### config.mk
export PLATFORM = sky130hd
export DESIGN_NAME = pc_sequencer
export DESIGN_NICKNAME = d
export VERILOG_FILES = /design/src/rtl/pc_sequencer.sv
export SDC_FILE = /design/constraint.sdc
export NUM_CORES = 1
export LEC_CHECK = 0
export ABC_AREA = 1
export BUFFER_PORTS_ARGS = -buffer_cell sky130_fd_sc_hd__buf_2
export CAP_MARGIN = 10
export CORE_MARGIN = 2
export CORE_UTILIZATION = 42
export DETAILED_ROUTE_END_ITERATION = 16
export MAX_ROUTING_LAYER = met4
export PLACE_DENSITY_LB_ADDON = 0.05
export SLEW_MARGIN = 30
export SYNTH_ARGS = -nofsm -noshare
export SYNTH_HDL_FRONTEND = slang
export SYNTH_SLANG_ARGS = --single-unit
export TNS_END_PERCENT = 1
### constraint.sdc
create_clock -name CLK -period 2.3 [get_ports CLK]
set_clock_uncertainty 0.2 [all_clocks]
set_input_delay 0 -clock CLK [delete_from_list [all_inputs] [get_ports CLK]]
set_output_delay 0 -clock CLK [all_outputs]
set_load 0.03 [all_outputs]
### src/rtl/pc_sequencer.sv
// pc_sequencer: sequence counter, T0..T15 decode and PC INR/LD/CLR control for the basic-computer cycle.
// Define INTR_EN to build the interrupt cycle (R flag, RT0..RT2); otherwise R and PC_CLR stay 0.
module pc_sequencer #(
  parameter int unsigned SC_W    = 4,
  parameter logic [11:0] INT_VEC = 12'h000
) (
  input  logic                  CLK,
  input  logic                  CLR,
  input  logic [15:0]           IR,
  input  logic                  AC_SIGN,
  input  logic                  AC_ZERO,
  input  logic                  E_ZERO,
  input  logic                  DR_ZERO,
  input  logic                  FGI,
  input  logic                  FGO,
  output logic [(1<<SC_W)-1:0]  T,
  output logic [SC_W-1:0]       SC,
  output logic                  RUN,
  output logic                  IR_LD,
  output logic                  AR_LD_PC,
  output logic                  PC_INR,
  output logic                  PC_LD,
  output logic                  PC_CLR,
  output logic                  IEN,
  output logic                  R
);

  localparam int unsigned T_W = 1 << SC_W;

  typedef enum logic [1:0] {
    K_MRI,
    K_RRI,
    K_IO
  } kind_e;

  logic [SC_W-1:0] sc_q, sc_d;
  logic            run_q, run_d;
  logic            ien_q, ien_d;
  logic [T_W-1:0]  t_dec;
  logic [7:0]      d;
  logic            ind;
  logic            r_cyc;
  kind_e           kind;

  logic ar_ld, ir_ld, inr_req, ld_req, clr_req, sc_clr;

  // INT_VEC is applied by the PC itself; IR[11:10] and IR[5] carry no control meaning here.
  logic unused_bits;
  assign unused_bits = ^{INT_VEC, IR[11:10], IR[5]};

  assign ind = IR[15];

  always_comb begin
    t_dec       = '0;
    t_dec[sc_q] = 1'b1;
  end

  always_comb begin
    d           = '0;
    d[IR[14:12]] = 1'b1;
  end

  always_comb begin
    if (!d[7])    kind = K_MRI;
    else if (ind) kind = K_IO;
    else          kind = K_RRI;
  end

`ifdef INTR_EN
  logic r_q, r_d;
  assign r_cyc = r_q;
`else
  assign r_cyc = 1'b0;
`endif

  always_comb begin
    sc_d    = sc_q;
    run_d   = run_q;
    ien_d   = ien_q;
    ar_ld   = 1'b0;
    ir_ld   = 1'b0;
    inr_req = 1'b0;
    ld_req  = 1'b0;
    clr_req = 1'b0;
    sc_clr  = 1'b0;

    if (run_q) begin
      if (r_cyc) begin
        if (t_dec[1]) clr_req = 1'b1;
        if (t_dec[2]) begin
          inr_req = 1'b1;
          ien_d   = 1'b0;
          sc_clr  = 1'b1;
        end
      end else begin
        if (t_dec[0]) ar_ld = 1'b1;
        if (t_dec[1]) begin
          ir_ld   = 1'b1;
          inr_req = 1'b1;
        end
        if (t_dec[3]) begin
          case (kind)
            K_RRI: begin
              // OR of all satisfied skips: one increment however many conditions hold
              inr_req = (IR[4] & ~AC_SIGN) | (IR[3] & AC_SIGN) |
                        (IR[2] & AC_ZERO)  | (IR[1] & E_ZERO);
              if (IR[0]) run_d = 1'b0;
              sc_clr = 1'b1;
            end
            K_IO: begin
              inr_req = (IR[9] & FGI) | (IR[8] & FGO);
              if (IR[7]) ien_d = 1'b1;
              if (IR[6]) ien_d = 1'b0;
              sc_clr = 1'b1;
            end
            default: ;
          endcase
        end
        if (t_dec[4] && d[4]) begin
          ld_req = 1'b1;
          sc_clr = 1'b1;
        end
        if (t_dec[4] && d[3]) sc_clr = 1'b1;
        if (t_dec[5] && d[5]) begin
          ld_req = 1'b1;
          sc_clr = 1'b1;
        end
        if (t_dec[5] && (d[0] || d[1] || d[2])) sc_clr = 1'b1;
        if (t_dec[6] && d[6]) begin
          inr_req = DR_ZERO;
          sc_clr  = 1'b1;
        end
      end
      sc_d = sc_clr ? '0 : sc_q + SC_W'(1);
    end
  end

`ifdef INTR_EN
  always_comb begin
    r_d = r_q;
    if (run_q) begin
      if (r_q && t_dec[2])
        r_d = 1'b0;
      else if (!r_q && !(t_dec[0] || t_dec[1] || t_dec[2]) && ien_q && (FGI || FGO))
        r_d = 1'b1;
    end
  end

  always_ff @(posedge CLK or negedge CLR) begin
    if (!CLR) r_q <= 1'b0;
    else      r_q <= r_d;
  end
`endif

  always_ff @(posedge CLK or negedge CLR) begin
    if (!CLR) begin
      sc_q  <= '0;
      run_q <= 1'b1;
      ien_q <= 1'b0;
    end else begin
      sc_q  <= sc_d;
      run_q <= run_d;
      ien_q <= ien_d;
    end
  end

  // Controls are held low while reset is asserted, even though T0 is decoded.
  assign AR_LD_PC = CLR & ar_ld;
  assign IR_LD    = CLR & ir_ld;
  assign PC_LD    = CLR & ld_req;
  assign PC_CLR   = CLR & clr_req;
  assign PC_INR   = CLR & inr_req & ~ld_req & ~clr_req;

  assign T   = t_dec;
  assign SC  = sc_q;
  assign RUN = run_q;
  assign IEN = ien_q;
  assign R   = r_cyc;

endmodule

; After elaboration in Yosys (flattened, before gate mapping)
; Index checks and enable logic that the tools add are counted.
[op_classes]
reduce_logical = 12
n_addsub = 1
eq_ne = 2
n_lt_le_gt_ge = 4
bitwise = 17
mux = 32
[op_table]
columns = operator, count
row1 = $mux W1, 26
row2 = $and A1 B1 Y1, 11
row3 = $logic_and A1 B1 Y1, 7
row4 = $lt A4 B5 Y1 const B, 1
row5 = $add A4 B1 Y4 const B, 1
row6 = $demux W1 S4, 1
row7 = $ge A4 B1 Y1 const B, 1
row8 = $lt A3 B4 Y1 const B, 1
row9 = $mux W2, 2
row10 = $mux W4, 1
row11 = $or A1 B1 Y1, 4
row12 = $reduce_and A4 Y1, 1
row13 = $demux W1 S3, 1
row14 = $ge A3 B1 Y1 const B, 1
row15 = $eq A2 B1 Y1 const B, 1
row16 = $eq A2 B2 Y1 const B, 1
row17 = $logic_or A1 B1 Y1, 2
row18 = $not A1 Y1, 2
row19 = $pmux W1 S2, 1
row20 = $reduce_bool A2 Y1, 1
row21 = $reduce_or A2 Y1, 1
[totals]
reg_bits = 6
out_inout_bits = 28
in_bits = 24
wordCells = 71

; Depth between registers and ports, before layout
[logic_depth]
depth_word = 16
depth_mapped = 8

; Worst setup path after synthesis
; Ideal clock, no wire load.
[synth_timing]
path_type = register to output
start = reg sc_q[0] (netlist: SC[0])
end = out PC_INR
slack_ps = 454
stages_incl_launch_ff = 8
arrival_time_ps = 1646
t_required_ps = 2100
cell_sequence = dfrtp_1 > inv_1 > ha_1 > nand3_2 > nand2_1 > nand3_2 > nand4_1 > nor2_1
[synth_between]
elab_chain_len = 11
elab_cells_between_ends = 19
cone_classes = 2 x order compare / 10 x mux / 3 x bitwise / 4 x reduce/logical
[synth_lines]
columns = element, line_no
row1 = from (decl), 36  ; logic [SC_W-1:0] sc_q, sc_d;
row2 = from (signal assigned), 157  ; sc_q <= '0;
row3 = from (signal assigned), 161  ; sc_q <= sc_d;
row4 = $lt A4 B5 Y1 (not written as such) or $ge A4 B1 Y1 (tied branches), 55  ; t_dec[sc_q] = 1'b1;
row5 = $logic_and A1 B1 Y1 (not written as such), 55
row6 = $mux W1 (not written as such), 55
row7 = $demux W1 S4 *, 55
row8 = $mux W1, 97  ; if (t_dec[1]) begin
row9 = $pmux W1 S2, 102  ; case (kind)
row10 = $mux W1, 101  ; if (t_dec[3]) begin
row11 = $mux W1, 129  ; if (t_dec[6] && d[6]) begin
row12 = $mux W1, 87  ; if (run_q) begin
row13 = $and A1 B1 Y1, 172  ; assign PC_INR = CLR & inr_req & ~ld_req & ~clr_req;
row14 = $and A1 B1 Y1 *, 172
row15 = to (decl), 21  ; output logic PC_INR,
; Every way passes the cells marked *; elsewhere a longest branch is shown, timed or not.

; Final worst setup path
[layout_timing]
start = reg sc_q[0] (netlist: SC[0])
end = reg ien_q (netlist: IEN)
[layout_between]
elab_chain_len = 5
elab_cells_between_ends = 6
cone_classes = 2 x order compare / 2 x mux / 2 x reduce/logical
[layout_lines]
columns = element, line_no
row1 = $lt A4 B5 Y1 (not written as such) or $ge A4 B1 Y1 (tied branches), 55
row2 = $logic_and A1 B1 Y1 (not written as such), 55
row3 = $mux W1 (not written as such), 55
row4 = $demux W1 S4 *, 55
row5 = $reduce_and A4 Y1 (no source line) *, --
row6 = to (signal assigned), 163  ; ien_q <= ien_d;
row7 = to (decl), 38  ; logic ien_q, ien_d;
; Marked as above.
; A chain may end at the register's enable or synchronous reset.

==> metrics.csv <==
stage;metric;value;unit
synthesis;synthCells;107;
detailed_routing;postRouteWirelength;1763;um
die;ioPinCount;52;
synthesis;yosysSeqAreaShare;0.2224;
global_routing;grt_pass1_wl;2918;um
place;hpwl;1428;um
die;initial_core_util;0.4518;
timing;period_needed;2.079;ns
setup_path;cp-end-kind;flop;
timing;hold_viol_final;0;
place;numPortBuffers;46;
hold_path;hp-class;primary input to flop;
cells_and_area;fin_nets;190;
setup_path;r2r_cells;8;
clock_network;cts_inserted_buffers;3;
synthesis;ys_types;26;
cells_and_area;design_area;999.7;um^2
setup_path;r2r_slack;0.22;ns
status;outcome;complete, no violations;
power;powerDensity;1208;mW/mm^2
synthesis;ys_seq_elements;6;
clock_network;cts_tree;built;
timing;rsz0062_at_grt;no;
global_routing;grt_max_degree;13;
global_routing;gr-total-overflow;0;
detailed_routing;avgRoutedWirePerCell;9.960;um
setup_path;regToRegStartpoint;SC[0];
global_routing;track_usage;0.2120;
clock_network;clk_pin_slew;0.06;ns
global_routing;grt_pass1_vias;706;
place;gp_congestion;0.7996;
detailed_routing;drt_pass1_iterations;4;
power;vdd_drop_max;0.6865;mV
hold_path;holdPathEnd;SC[3];
die;core-area;0.001506;mm^2
clock_network;hold_buffers;7;
clock_network;clockRootBuffer;clkbuf_4;
cells_and_area;most-common-layout-cells;buf_2 (46), nor2_1 (22), nand2_1 (20), inv_1 (18), dlygate4sd3_1 (7);
detailed_routing;vias_per_cell;4.661;
setup_path;worst_setup_path_start_kind;flop;
synthesis;yosys_warnings;0;
timing;setup_slack;0.2206;ns
setup_path;cp_max_fo;6;
hold_path;whs_path_depth;5;
die;dieHeight;44.26;um
setup_path;crit_type;flop to flop;
cells_and_area;synthToLayoutAreaGrowth;46.87;%
clock_network;cts_setup_buffers;0;
die;dieArea;0.001959;mm^2
timing;fmax;480.9;MHz
detailed_routing;drtIter0Drc;14;
die;rows;14;
cells_and_area;final_common_cell;buf_2;
run;maxCapViolations;0;
place;dp_slack;0.6650;ns
clock_network;cts_resized;0;
setup_path;cp_cell_sequence;ha_1, nand2_1, nor2_1, nand3_1, nor2_1, nand2_1, dlygate4sd3_1, o21a_1;
cells_and_area;diodes;0;
synthesis;synth_area;680.7;um^2
timing;finalSetupTns;0;ns
die;fp.dieW;44.26;um
setup_path;crit_required;2.26;ns
timing;report.final.setup_viol;0;
cells_and_area;drive_above_1_share;0.3851;
clock_network;cts_sinks;6;
place;dpl_cell_area;903.4;um^2
setup_path;cp_slowest_stage_delay;0.55;ns
synthesis;avgSynthCellArea;6.361;um^2
detailed_routing;vias;825;
global_routing;antenna_found_initial;0;
setup_path;r2r-end;IEN;
clock_network;cts_max_path_buffers;2;
timing;min_period_over_period;0.9041;
clock_network;insertion_delay;0.26;ns
timing;drv_slew;0;
detailed_routing;route.detailed.drc;0;
setup_path;cp_slowest_cell;dlygate4sd3_1;
setup_path;cp.arrival;2.03;ns
detailed_routing;antenna_left;0;
clock_network;htreeDepth;1;
power;p_leak;0.0006174;uW
hold_path;holdCritStartpoint;IR[14];
## through the flow
step | power [uW] | utilization | hold slack [ns] | std cells
detailed placement | 1081 | 0.5997 | -0.3555 | 166
finish | 1207 | 0.6636 | 0.05439 | 177
floorplan | 883.8 | - | -0.4956 | 108
CTS | 1216 | 0.6636 | 0.04394 | 177
global route | 1311 | 0.6636 | 0.07213 | 177
global placement | 1070 | 0.5997 | -0.3568 | 166
## power breakdown
| group | total, uW | internal [uW] | leakage (uW) | switching, uW |
|---|---|---|---|---|
| logic | 831 | 264 | 0.000529 | 568 |
| registers | 264 | 163 | 0.0000739 | 101 |
| clock network | 111 | 66.1 | 0.0000150 | 45.2 |
## layer usage
metal,up-vias,share of wire,track usage,wire length [um]
li1,438,-,-,-
met1,361,0.44,0.2348,781
met2,24,0.50,0.3588,873
met3,2,0.056,0.05306,98
met4,0,0.0057,0.09091,10
met5,-,0,-,0
## sequential cells by signal (all words and copies together) (netlist names)
name and count:
RUN 1, IEN 1, SC 4
## synthesized netlist by cell type, drive strengths merged
| master | number | area [um^2] |
|---|---|---|
| conb | 1 | 3.750 |
| nand3 | 10 | 75.07 |
| ha | 4 | 50.05 |
| o21ai | 1 | 5.000 |
| dfrtp | 5 | 125.1 |
| xor2 | 2 | 17.52 |
| nand2 | 21 | 81.33 |
| nand4 | 2 | 12.51 |
| a21oi | 7 | 38.79 |
| o21a | 1 | 7.510 |
| buf | 4 | 31.27 |
| nor2 | 25 | 111.4 |
| a31oi | 1 | 6.260 |
| nor3 | 1 | 5.000 |
| o22ai | 1 | 6.260 |
| dfstp | 1 | 26.28 |
| or2 | 1 | 6.260 |
| inv | 19 | 71.31 |
## critical path: cells and delay by family (launching register included)
kind / cells / cell delay (ns)
compound gates: 1 / 0.10
flops: 1 / 0.43
fa+ha+maj: 1 / 0.25
buf+inv: 1 / 0.55
simple gates: 5 / 0.47
## kinds of logic (layout without fill, tap and decap cells)
| family | Yosys count | count (layout) | share of synthesized area |
|---|---|---|---|
| adders and majority gates | 4 | 4 | 0.07353 |
| and+or+nand+nor | 60 | 60 | 0.4283 |
| buffers and inverters | 23 | 76 | 0.1507 |
| DFF | 6 | 6 | 0.2224 |
| AOI/OAI and AO/OA | 11 | 11 | 0.09376 |
| xor gates and xnor gates | 2 | 2 | 0.02574 |
| other | 1 | 2 | 0.005509 |
## final cells by class
type / instances / area (um^2)
fillers: 144 / 506.7
multi-input cells: 79 / 430.4
repair buffers: 53 / 300.3
flip-flops and latches: 6 / 151.4
inverters: 19 / 71.32
clock buffers: 4 / 26.28
well taps: 16 / 20.02
## how the worst max path moves through the flow
stage | endpoint | slack (ns) | startpoint
floorplan | PC_INR | 0.45 | SC[0]
global placement | PC_INR | 0.68 | SC[0]
detailed placement | PC_INR | 0.66 | SC[0]
CTS | IEN | 0.23 | SC[0]
global route | IEN | 0.07 | SC[0]
finish | IEN | 0.22 | SC[0]
Note: power is estimated with default switching activity, not from simulation.
